### src/rtl/dsp_mul_nch.sv
// CH-channel signed multiplier: one shared sample times CH coefficients, scaled by DROP bits,
// rounded by a run-time mode, then saturated or wrapped to O_W bits over a two-stage pipeline.
module dsp_mul_nch #(
    parameter int I_W  = 12,
    parameter int O_W  = 16,
    parameter int CH   = 2,
    parameter int DROP = 2*I_W - O_W,
    parameter int SAT  = 1
) (
    input  logic                    clk,
    input  logic                    rst_n,
    input  logic signed [I_W-1:0]   din,
    input  logic [CH*I_W-1:0]       cin,
    input  logic [1:0]              rnd_mode,
    input  logic                    in_valid,
    output logic                    in_ready,
    output logic [CH*O_W-1:0]       dout,
    output logic [CH-1:0]           out_ovf,
    output logic                    out_valid,
    input  logic                    out_ready,
    input  logic                    ovf_clr,
    output logic [CH-1:0]           ovf_sticky
);

    localparam int PW = 2*I_W;
    // Working width leaves headroom above both the product and the output range for compares.
    localparam int WW = ((PW > O_W) ? PW : O_W) + 2;
    localparam logic [PW-1:0] LMASK = (PW'(1) << (DROP-1)) - PW'(1);
    localparam logic signed [WW-1:0] MAX_V = {{(WW-O_W+1){1'b0}}, {(O_W-1){1'b1}}};
    localparam logic signed [WW-1:0] MIN_V = {{(WW-O_W+1){1'b1}}, {(O_W-1){1'b0}}};

    typedef enum logic [1:0] {
        RND_TRUNC = 2'd0,
        RND_AWAY  = 2'd1,
        RND_EVEN  = 2'd2,
        RND_UP    = 2'd3
    } rnd_e;

    logic                   en;
    logic                   v1_q, v1_d;
    rnd_e                   mode1_q, mode1_d;
    logic signed [PW-1:0]   p_q [CH];
    logic signed [PW-1:0]   p_d [CH];
    logic                   out_valid_q, out_valid_d;
    logic [CH*O_W-1:0]      dout_q, dout_d;
    logic [CH-1:0]          ovf_q, ovf_d;
    logic [CH-1:0]          sticky_q, sticky_d;

    assign en = !out_valid_q || out_ready;

    // Stage 1: capture the beat and form full-width products.
    always_comb begin
        // NOTE: every always_comb output gets a default first so no path can infer a latch.
        v1_d    = v1_q;
        mode1_d = mode1_q;
        for (int k = 0; k < CH; k++) begin
            p_d[k] = p_q[k];
        end
        if (en) begin
            v1_d    = in_valid;
            mode1_d = rnd_e'(rnd_mode);
            for (int k = 0; k < CH; k++) begin
                p_d[k] = PW'(din) * PW'($signed(cin[k*I_W +: I_W]));
            end
        end
    end

    // Stage 2: round, range-check and clamp or wrap each channel.
    always_comb begin
        logic signed [WW-1:0] pe;
        logic signed [WW-1:0] q;
        logic signed [WW-1:0] r;
        logic                 h;
        logic                 l;
        logic                 inc;
        logic                 of;
        out_valid_d = out_valid_q;
        dout_d      = dout_q;
        ovf_d       = ovf_q;
        pe  = '0;
        q   = '0;
        r   = '0;
        h   = 1'b0;
        l   = 1'b0;
        inc = 1'b0;
        of  = 1'b0;
        if (en) begin
            out_valid_d = v1_q;
            for (int k = 0; k < CH; k++) begin
                pe = {{(WW-PW){p_q[k][PW-1]}}, p_q[k]};
                q  = pe >>> DROP;
                h  = p_q[k][DROP-1];
                l  = |(p_q[k] & LMASK);
                unique case (mode1_q)
                    RND_TRUNC: inc = 1'b0;
                    RND_AWAY:  inc = p_q[k][PW-1] ? (h & l) : h;
                    RND_EVEN:  inc = h & (l | q[0]);
                    RND_UP:    inc = h;
                    default:   inc = 1'b0;
                endcase
                r  = q + {{(WW-1){1'b0}}, inc};
                of = (r > MAX_V) || (r < MIN_V);
                if (of && (SAT != 0)) begin
                    dout_d[k*O_W +: O_W] = (r > MAX_V) ? MAX_V[O_W-1:0] : MIN_V[O_W-1:0];
                end else begin
                    dout_d[k*O_W +: O_W] = r[O_W-1:0];
                end
                ovf_d[k] = of & v1_q;
            end
        end
    end

    // A clear loses to a flag being set by the beat accepted in the same cycle.
    always_comb begin
        sticky_d = (ovf_clr ? '0 : sticky_q) | ((out_valid_q && out_ready) ? ovf_q : '0);
    end

    // NOTE: sequential state uses non-blocking assignments so every flop samples pre-edge values.
    // NOTE: the data registers are reset too, so dout reads zero and no in-flight product survives a reset.
    always_ff @(posedge clk or negedge rst_n) begin
        if (!rst_n) begin
            v1_q        <= 1'b0;
            mode1_q     <= RND_TRUNC;
            out_valid_q <= 1'b0;
            dout_q      <= '0;
            ovf_q       <= '0;
            sticky_q    <= '0;
            for (int k = 0; k < CH; k++) begin
                p_q[k] <= '0;
            end
        end else begin
            v1_q        <= v1_d;
            mode1_q     <= mode1_d;
            out_valid_q <= out_valid_d;
            dout_q      <= dout_d;
            ovf_q       <= ovf_d;
            sticky_q    <= sticky_d;
            for (int k = 0; k < CH; k++) begin
                p_q[k] <= p_d[k];
            end
        end
    end

    assign in_ready   = en;
    assign dout       = dout_q;
    assign out_ovf    = ovf_q;
    assign out_valid  = out_valid_q;
    assign ovf_sticky = sticky_q;

endmodule

### config.mk
export PLATFORM = sky130hd
export DESIGN_NAME = dsp_mul_nch
export DESIGN_NICKNAME = d
export VERILOG_FILES = /design/src/rtl/dsp_mul_nch.sv
export SDC_FILE = /design/constraint.sdc
export NUM_CORES = 1
export LEC_CHECK = 0
export BUFFER_PORTS_ARGS = -buffer_cell sky130_fd_sc_hd__buf_2
export CAP_MARGIN = 40
export CORE_AREA = 2 2 196 198
export CTS_CLUSTER_DIAMETER = 150
export DETAILED_ROUTE_END_ITERATION = 10
export DIE_AREA = 0 0 198 200
export PLACE_DENSITY = 0.54
export SETUP_SLACK_MARGIN = 0.3
export SYNTH_ARGS = -nofsm -noshare
export SYNTH_HDL_FRONTEND = slang
export SYNTH_SLANG_ARGS = --single-unit
### constraint.sdc
create_clock -name clk -period 4.5 [get_ports clk]
set_input_delay 0.675 -clock clk [delete_from_list [all_inputs] [get_ports clk]]
set_output_delay 0.675 -clock clk [all_outputs]
set_load 0.005 [all_outputs]
==> metrics.md, run 1 <==
| Metric | Value |
|---|---|
| Status | `complete, but fails checks` |
| Failing checks | `setup timing` |
| Pin count of the biggest net entering global routing | `92` |
| CTS H-Tree Depth | `3` |
| Fmax | `203 MHz` |
| Nets | `2364` |
| Via count | `11800` |
| DR WL/cell | `15.2 um` |
| # DRC | `0` |
| Dpl hpwl | `30200 um` |
| # port buffers | `80` |
| Adder-cell share of the synthesized area | `46.2%` |
| Vias in the first global route | `12500` |
| Placeable Area | `37400 um2` |
| Post-synthesis compound-gate area fraction | `8.40%` |
| WP data arrival | `5160 ps` |
| Yosys cell types | `65` |
| First-pass DRT Iterations | `5` |
| Worst rel slew slack | `43.2%` |
| Die ar. | `39600 um2` |
| Post-synth EDFFs | `0` |
| Post-Syn Area per Cell | `8.85 um2` |
| Synthesized area | `14800 um2` |
| Critical-path maximum fanout | `8` |
| Die Width | `198 um` |
| Drt total wl | `37200 um` |
| GRT Util Overall | `20.2%` |
| Clock Pin Slew Worst Setup and Hold Paths | `70 ps` |
| Final Skew | `7.46 ps` |
| Ys async rst share | `100%` |
| Post-Layout Inst Area | `19900 um2` |
| Buf/Inv on CP | `11` |
| Fraction of layout cells with a size suffix above 1 | `31.7%` |
| RSZ-0062 raised after global routing | `true` |
| Pins Over Slew Limit | `0` |
| GRT overflow | `0` |
| Tightest Pin Transition | `852 ps` |
| CTS buffer count | `9` |
| CP Launch Type | `primary input` |
| Ports | `81` |
| CP Capture Type | `flop` |
| Synthesized instance count | `1676` |
| Synth warn | `0` |
| TritonCTS clock tree | `built` |
| Area after DPL | `18000 um2` |
| Initial antenna violation count | `0` |
| Max cap viols | `0` |
| Hold-fix buffers at CTS | `0` |
| Critical path's top delay family | `adder cells` |
| Most common cell after layout, fill and taps aside | `inv_1` |
| Clock tree root driver cell | `clkbuf_16` |
| #FFs+latches synth | `88` |
| Critical Path Max Stage Delay | `550 ps` |
| GPL Wtd Cong | `0.830` |
| First-pass GRT wire length | `63500 um` |
| Via-per-instance ratio | `4.80` |
| Worst Path Class, Setup | `in -> reg` |
| Worst path cell trace | `buf_12 > buf_12 > buf_8 > nand2_4 > fa_1 > inv_2 > ha_4 > inv_2 > fa_1 > inv_1 > fa_1 > inv_1 > fa_1 > inv_2 > ha_4 > o211ai_1 > buf_4 > a311oi_2 > buf_4 > o31ai_4 > a31oi_1 > xnor2_1 > buf_4 > o21ai_1` |
| TritonCTS Sinks | `88` |
| Mux cell area share after synthesis | `0.337%` |
| Hold Crit Class | `in -> async` |
| Clk buf depth | `2` |
| Clk_lat worst skew | `360 ps` |
| Routed Antenna Nets | `0` |
| Post-Place Cells | `2398` |
| Fin. Hold Viols | `0` |
| R2R Setup Slk | `1520 ps` |
| Post-synthesis sequential area ratio | `14.8%` |
| Diode count | `0` |
| Initial DRC count | `412` |
| Post-layout min period | `4920 ps` |
| Post-synth top flop | `dfrtp_1` |
| Period utilization | `109%` |
| Commonest non-fill, non-tap cells in the layout | `inv_1 (288), fa_1 (258), nand2_1 (245), buf_4 (192), dfrtp_1 (88)` |
| DIE HEIGHT | `200 um` |
| Syn Nets | `2101` |
| Setup ws final | `-417 ps` |
| Worst EP required | `4740 ps` |
| Finished Layout Cells | `2455` |
| Initial Util | `39.7%` |
| Largest family of logic cells by synthesized area | `adder cells` |
| Setup-failing EPs final | `24` |
| Synth Area in XOR/XNOR | `3.48%` |
| FP Rows | `71` |
| CP most frequent cell | `fa_1` |
| CP max-delay cell | `fa_1` |
| Area added between synthesis and finish | `34.0%` |
| Post-synthesis simple-gate area fraction | `16.2%` |
[kinds of logic after synthesis]
group,after synthesis
DFF,88
and+or+nand+nor,533
AOI/OAI and AO/OA,198
xor gates and xnor gates,59
buffers and inverters,411
adders and majority gates,382
muxes,5
[final timing paths]
path	startpoint	end	depth (start not counted)
max in group asynchronous	rst_n	dout[20]	3
min in group clk	dout[7]	dout[7]	2
setup reg to reg	p_q[26]	out_ovf[0]	12
hold reg to reg	dout[7]	dout[7]	2
setup / recovery	din[7]	p_q[23]	24
hold / removal	rst_n	dout[18]	1
[routing by layer]
layer | part of all wire (%) | track usage [%] | up-vias
met3 | 2.8 | 2.02 | 19
met4 | 1.0 | 3.84 | 0
met2 | 47 | 33.1 | 138
met1 | 49 | 29.3 | 5981
met5 | 0 | 0 | -
li1 | - | - | 5638
[registers in the layout (all words and copies together), names as in the netlist]
signal / flops
dout: 32
mode1_q: 2
out_ovf: 2
out_valid: 1
ovf_sticky: 2
p_q: 48
v1_q: 1
[synthesized netlist by cell type, types with 4 or more instances]
| library cell | count | share of area [%] |
|---|---|---|
| a211oi_1 | 8 | 0.40 |
| a21o_1 | 5 | 0.25 |
| a21oi_1 | 66 | 2.2 |
| a31oi_1 | 7 | 0.30 |
| and2_1 | 80 | 3.4 |
| and3_1 | 7 | 0.30 |
| and4_1 | 4 | 0.24 |
| buf_2 | 5 | 0.17 |
| clkbuf_1 | 65 | 1.6 |
| dfrtp_1 | 88 | 15 |
| fa_1 | 276 | 37 |
| ha_1 | 106 | 8.9 |
| inv_1 | 332 | 8.4 |
| mux2i_1 | 5 | 0.34 |
| nand2_1 | 301 | 7.6 |
| nand2b_1 | 12 | 0.51 |
| nand3_1 | 23 | 0.78 |
| nand4_1 | 5 | 0.21 |
| nor2_1 | 68 | 1.7 |
| nor3_1 | 8 | 0.27 |
| nor3b_1 | 6 | 0.30 |
| o211ai_1 | 4 | 0.20 |
| o21a_1 | 8 | 0.40 |
| o21ai_0 | 51 | 1.7 |
| o21ai_1 | 10 | 0.34 |
| o31ai_1 | 8 | 0.40 |
| or3_1 | 4 | 0.17 |
| xnor2_1 | 40 | 2.4 |
| xor2_1 | 19 | 1.1 |
[metrics by stage]
stage               utilization (%)  worst slack (ps)  TNS [ps]  hold WS, ps
floorplan                         -              -765     -6300          379
global placement               48.1             -1010    -22450          452
detailed placement             48.2             -1030    -23300          456
CTS                            51.8              -418     -6510         67.4
global route                   53.1              -588    -10760         80.2
finish                         53.1              -417     -6950          102
[area by class of cell]
type,count,area (um2)
clock inverter,2,60.1
timing repair buffer,328,3040
fill,3465,17500
sequential,88,2200
inverter,335,1270
clock buffer,14,274
tap,511,639
multi-input combinational,1177,12400
[worst reg2reg max path, cell delays in order, from the launching register on]
cell and delay, ps:
dfrtp_1 380, nor4_1 300, nand2_1 120, o21ai_0 160, a21oi_1 90, ha_1 200
and2_0 250, and4_1 340, nor2_2 120, mux2i_1 90, nor2_2 480, o21ai_0 190
o21ai_0 170
[timing repair]
item	4_1_cts	5_1_grt
setup buffers	21	15
pin swaps	117	90
gates resized for setup	193	96
setup endpoints to repair	31	33
gates cloned	4	1
Power of run 1 is not shown: default switching activity piles up to over one toggle a cycle in this logic, so the estimate is an artifact.
==> run 2: changes to the inputs <==
--- a/config.mk
+++ b/config.mk
@@ -5,12 +5,13 @@
 export SDC_FILE = /design/constraint.sdc
 export NUM_CORES = 1
 export LEC_CHECK = 0
-export BUFFER_PORTS_ARGS = -buffer_cell sky130_fd_sc_hd__buf_2
+export BUFFER_PORTS_ARGS = -buffer_cell sky130_fd_sc_hd__buf_4
 export CAP_MARGIN = 40
 export CORE_AREA = 2 2 196 198
 export CTS_CLUSTER_DIAMETER = 150
 export DETAILED_ROUTE_END_ITERATION = 10
 export DIE_AREA = 0 0 198 200
+export GPL_ROUTABILITY_DRIVEN = 0
 export PLACE_DENSITY = 0.54
 export SETUP_SLACK_MARGIN = 0.3
 export SYNTH_ARGS = -nofsm -noshare
==> run 2 against run 1 <==
Against the previous run:
- the run still ends with setup timing left
- hold slack improved by 120 ps
- first-iteration DRC count rose by 27%
- critical path depth is 1 lower
- non-clock buffer count grew 3
- design area rose by 1.1%
- largest cell class unchanged
- utilization increased by 0.57 points
- sequential share of layout area down 0.12 points
- maximum frequency shrank 0.92%
- via count shrank 0.25%
==> metrics.md, run 2 (synthesis gave the netlist of run 1 again) <==
| Metric | Value |
|---|---|
| Status | `complete, but fails checks` |
| Failing checks | `setup timing` |
| Commonest non-fill, non-tap cells in the layout | `inv_1 (286), fa_1 (253), buf_4 (244), nand2_1 (241), dfrtp_1 (88)` |
| Initial antenna violation count | `1` |
| DR WL/cell | `15.0 um` |
| Placeable Area | `37400 um2` |
| First-pass DRT Iterations | `5` |
| Worst r2r src | `p_q[26]` |
| Initial Util | `39.7%` |
| Routed Antenna Nets | `0` |
| Setup ws final | `-462 ps` |
| Setup-failing EPs final | `23` |
| Clock Pin Slew Worst Setup and Hold Paths | `70 ps` |
| Final Skew | `7.97 ps` |
| R2R Setup Slk | `1510 ps` |
| TritonCTS Sinks | `88` |
| Hold Crit Class | `in -> async` |
| Period utilization | `110%` |
| Worst EP required | `4730 ps` |
| Max reg flops | `48` |
| Hold-fix buffers at CTS | `0` |
| WP data arrival | `5190 ps` |
| GRT Util Overall | `20.1%` |
| Reg with most FFs | `p_q` |
| Drt total wl | `37000 um` |
| DIE HEIGHT | `200 um` |
| Die Width | `198 um` |
| Area added between synthesis and finish | `35.4%` |
| Fin. Hold Viols | `0` |
| CTS H-Tree Depth | `3` |
| Tightest Pin Transition | `644 ps` |
| Clk_lat worst skew | `350 ps` |
| First-pass GRT wire length | `63200 um` |
| Clock tree root driver cell | `clkbuf_16` |
| CP Capture Type | `flop` |
| R2R depth | `12` |
| Storage cell area | `2200 um2` |
| Initial DRC count | `524` |
| Clk buf depth | `2` |
| Area after DPL | `18100 um2` |
| Max cap viols | `0` |
| Setup tns final | `-6580 ps` |
| Die ar. | `39600 um2` |
| Post-layout min period | `4960 ps` |
| TritonCTS clock tree | `built` |
| # DRC | `0` |
| Most common cell after layout, fill and taps aside | `inv_1` |
| CTS buffer count | `9` |
| Worst rel slew slack | `57.0%` |
| Fraction of layout cells with a size suffix above 1 | `31.9%` |
| Pre-CTS WS | `-964 ps` |
| Via count | `11700` |
| Via-per-instance ratio | `4.78` |
| CP Launch Type | `primary input` |
| GRT overflow | `0` |
| Reg2reg end | `out_ovf[0]` |
| Dpl hpwl | `30200 um` |
| Filler cells | `3447` |
| Worst Path Class, Setup | `in -> reg` |
| # port buffers | `80` |
| FP Rows | `71` |
| Post-Layout Inst Area | `20100 um2` |
| Vias in the first global route | `12400` |
| Ports | `81` |
| Nets | `2367` |
| Pin count of the biggest net entering global routing | `54` |
| Pins Over Slew Limit | `0` |
| RSZ-0062 raised after global routing | `true` |
| Multi-input gate area | `12400 um2` |
| Critical-path maximum fanout | `7` |
| Fmax | `202 MHz` |
## run 2: worst max-delay path by stage
stage	start	endpoint	slack, ps	cells past startpoint
floorplan	cin[22]	p_q[22]	-770	18
global placement	din[8]	p_q[47]	-980	19
detailed placement	din[5]	p_q[22]	-960	19
CTS	din[5]	p_q[46]	-470	19
global route	din[5]	p_q[23]	-640	25
finish	din[5]	p_q[23]	-460	23
## run 2: layer usage
metal	vias up	wire (um)	global-route usage, %
li1	5649	-	-
met5	-	0	0
met3	17	1020	1.60
met2	149	17500	33.2
met1	5932	18100	29.3
met4	0	366	3.62
## run 2: final cells by class
cell class	instances	share of cell area, %
clock inverters	6	0.336
flip-flops and latches	88	11.0
inverters	335	6.30
clock buffers	10	1.14
repair buffers	331	16.3
multi-input cells	1177	61.8
well taps	511	3.18
diodes	1	0.0125
## run 2: worst max-delay path: stages
cell	delay, ps
buf_12	100
buf_12	130
buf_12	100
nand2_4	30
fa_1	490
inv_2	50
ha_4	210
fa_1	480
inv_1	50
fa_1	450
fa_1	500
inv_2	50
ha_4	230
nor2b_4	120
o211ai_1	210
buf_4	170
a311oi_2	90
buf_4	170
o31ai_4	300
a31oi_2	170
xnor2_1	190
buf_4	170
o21ai_2	50
## run 2: per-stage QoR
stage               util (%)  hold slack [ps]  instances
floorplan                  -              379       1676
global placement        48.2              454       2377
detailed placement      48.3              459       2379
CTS                     52.4              217       2441
global route            53.7              232       2458
finish                  53.7              220       2459
## run 2: timing repair
| item | in CTS | in global routing |
|---|---|---|
| gates resized for setup | 164 | 96 |
| setup endpoints to repair | 29 | 31 |
| pin swaps | 129 | 95 |
| buffers inserted | 40 | 16 |
| cloned | 6 | 1 |
Power of run 2 is left out for the same reason.
==> run 3: changes to the inputs <==
--- a/config.mk
+++ b/config.mk
@@ -12,6 +12,7 @@
 export DETAILED_ROUTE_END_ITERATION = 10
 export DIE_AREA = 0 0 198 200
 export GPL_ROUTABILITY_DRIVEN = 0
+export GPL_TIMING_DRIVEN = 0
 export PLACE_DENSITY = 0.54
 export SETUP_SLACK_MARGIN = 0.3
 export SYNTH_ARGS = -nofsm -noshare
==> run 3 against run 2 <==
Against the previous run:
- the flow still finishes with violations (setup timing)
- sequential share of layout area decreased by 0.16 points
- global-route usage is 3.3 points higher
- utilization rose by 0.81 points
- non-clock buffer count decreased by 29
- design area up 1.5%
- setup slack got worse by 260 ps
- critical path depth is 5 lower
- first-iteration DRC count increased by 0.76%
- routed wire length increased by 17%
- hold slack better by 19 ps
- highest routed layer unchanged
==> metrics.md, run 3 (synthesis gave the netlist of run 1 again) <==
| Metric | Value |
|---|---|
| Status | `complete, but fails checks` |
| Failing checks | `setup timing` |
| Post-Place Cells | `2271` |
| Worst rel slew slack | `35.7%` |
| Period utilization | `116%` |
| Ports | `81` |
| DIE HEIGHT | `200 um` |
| Area added between synthesis and finish | `37.4%` |
| Nets | `2338` |
| Tightest Pin Transition | `964 ps` |
| Diode count | `0` |
| Commonest non-fill, non-tap cells in the layout | `inv_1 (294), fa_1 (253), nand2_1 (230), buf_4 (148), dfrtp_1 (88)` |
| First-pass DRT Iterations | `4` |
| Initial Util | `39.7%` |
| FP Rows | `71` |
| DR WL/cell | `17.8 um` |
| # port buffers | `80` |
| Pins Over Slew Limit | `0` |
| Clock Pin Slew Worst Setup and Hold Paths | `70 ps` |
| Pin count of the biggest net entering global routing | `63` |
| CTS H-Tree Depth | `3` |
| Initial antenna violation count | `0` |
| Die ar. | `39600 um2` |
| Fraction of layout cells with a size suffix above 1 | `30.2%` |
| First-pass GRT wire length | `70200 um` |
| WP data arrival | `5460 ps` |
| Via-per-instance ratio | `4.93` |
| Multi-input gate area | `12600 um2` |
| Die Width | `198 um` |
| TritonCTS Sinks | `88` |
| CTS buffer count | `9` |
| Max reg flops | `48` |
| Clk_lat worst skew | `360 ps` |
| Fin. Hold Viols | `0` |
| Critical-path maximum fanout | `7` |
| # DRC | `0` |
| Via count | `12000` |
| Filler cells | `3404` |
| Drt total wl | `43300 um` |
| Vias in the first global route | `12800` |
| GRT overflow | `0` |
| CP Launch Type | `primary input` |
| Setup ws final | `-724 ps` |
| RSZ-0062 raised after global routing | `true` |
| Worst Path Class, Setup | `in -> reg` |
| Worst EP required | `4730 ps` |
| Reg with most FFs | `p_q` |
| Placeable Area | `37400 um2` |
| Setup-failing EPs final | `26` |
| Pre-CTS WS | `-1270 ps` |
| Hold Crit Class | `in -> async` |
| Post-layout min period | `5220 ps` |
| Finished Layout Cells | `2429` |
| GRT Util Overall | `23.3%` |
| Routed Antenna Nets | `0` |
| Clock tree root driver cell | `clkbuf_16` |
| Initial DRC count | `528` |
| Clk buf depth | `2` |
| Fmax | `191 MHz` |
| Dpl hpwl | `33900 um` |
| Storage cell area | `2200 um2` |
| Final Skew | `9.06 ps` |
| Most common cell after layout, fill and taps aside | `inv_1` |
| Max cap viols | `0` |
| TritonCTS clock tree | `built` |
| CP Capture Type | `flop` |
==> run 3: repair_timing <==
item,in CTS,in global routing
hold buffers,0,0
endpoints found under the setup margin,30,31
setup buffers,105,31
pin swaps,125,94
resized for setup,199,115
gates cloned,6,0
==> run 3: final timing paths <==
check | startpoint | to | slack, ps | depth (start not counted)
max | cin[18] | p_q[22] | -720 | 18
min | rst_n | dout[24] | 240 | 1
max reg2reg | p_q[26] | dout[8] | 1700 | 14
min reg2reg | dout[5] | dout[5] | 460 | 2
max in group asynchronous | rst_n | p_q[34] | 3580 | 2
min in group clk | dout[5] | dout[5] | 460 | 2
==> run 3: critical path, cell delays in order <==
cell and delay [ps]:
buf_8 110, clkbuf_16 160, buf_4 130, nand2_1 110, inv_1 100, fa_1 470, fa_1 570, fa_1 440
fa_1 510, fa_1 420, ha_1 380, nand3_1 170, nor2_4 60, a221o_1 360, a21oi_4 180, o21ai_4 110
a21o_1 180, a221o_1 310
==> run 3: final cells by class <==
class / instances / area share, %
Tap cell: 511 / 3.14
Buffer: 76 / 5.62
Clock buffer: 12 / 1.26
Sequential cell: 88 / 10.8
Timing Repair Buffer: 226 / 11.0
Clock inverter: 4 / 0.258
Inverter: 335 / 6.23
Multi-Input combinational cell: 1177 / 61.7
==> run 3: metrics by stage <==
| step | hold WS (ps) | utilization (%) | setup TNS (ps) | instance area [um2] |
|---|---|---|---|---|
| floorplan | 379 | - | -6300 | 16100 |
| global placement | 453 | 46.5 | -22030 | 17400 |
| detailed placement | 458 | 46.6 | -22660 | 17400 |
| CTS | 234 | 52.6 | -9940 | 19700 |
| global route | 260 | 54.5 | -14880 | 20400 |
| finish | 239 | 54.5 | -11670 | 20400 |
==> run 3: metal layers <==
metal,part of all wire (%),track usage [%]
met5,0,0
met4,1.7,5.21
met3,3.3,2.12
met1,46,33.0
met2,49,39.1
Power of run 3 is left out for the same reason.
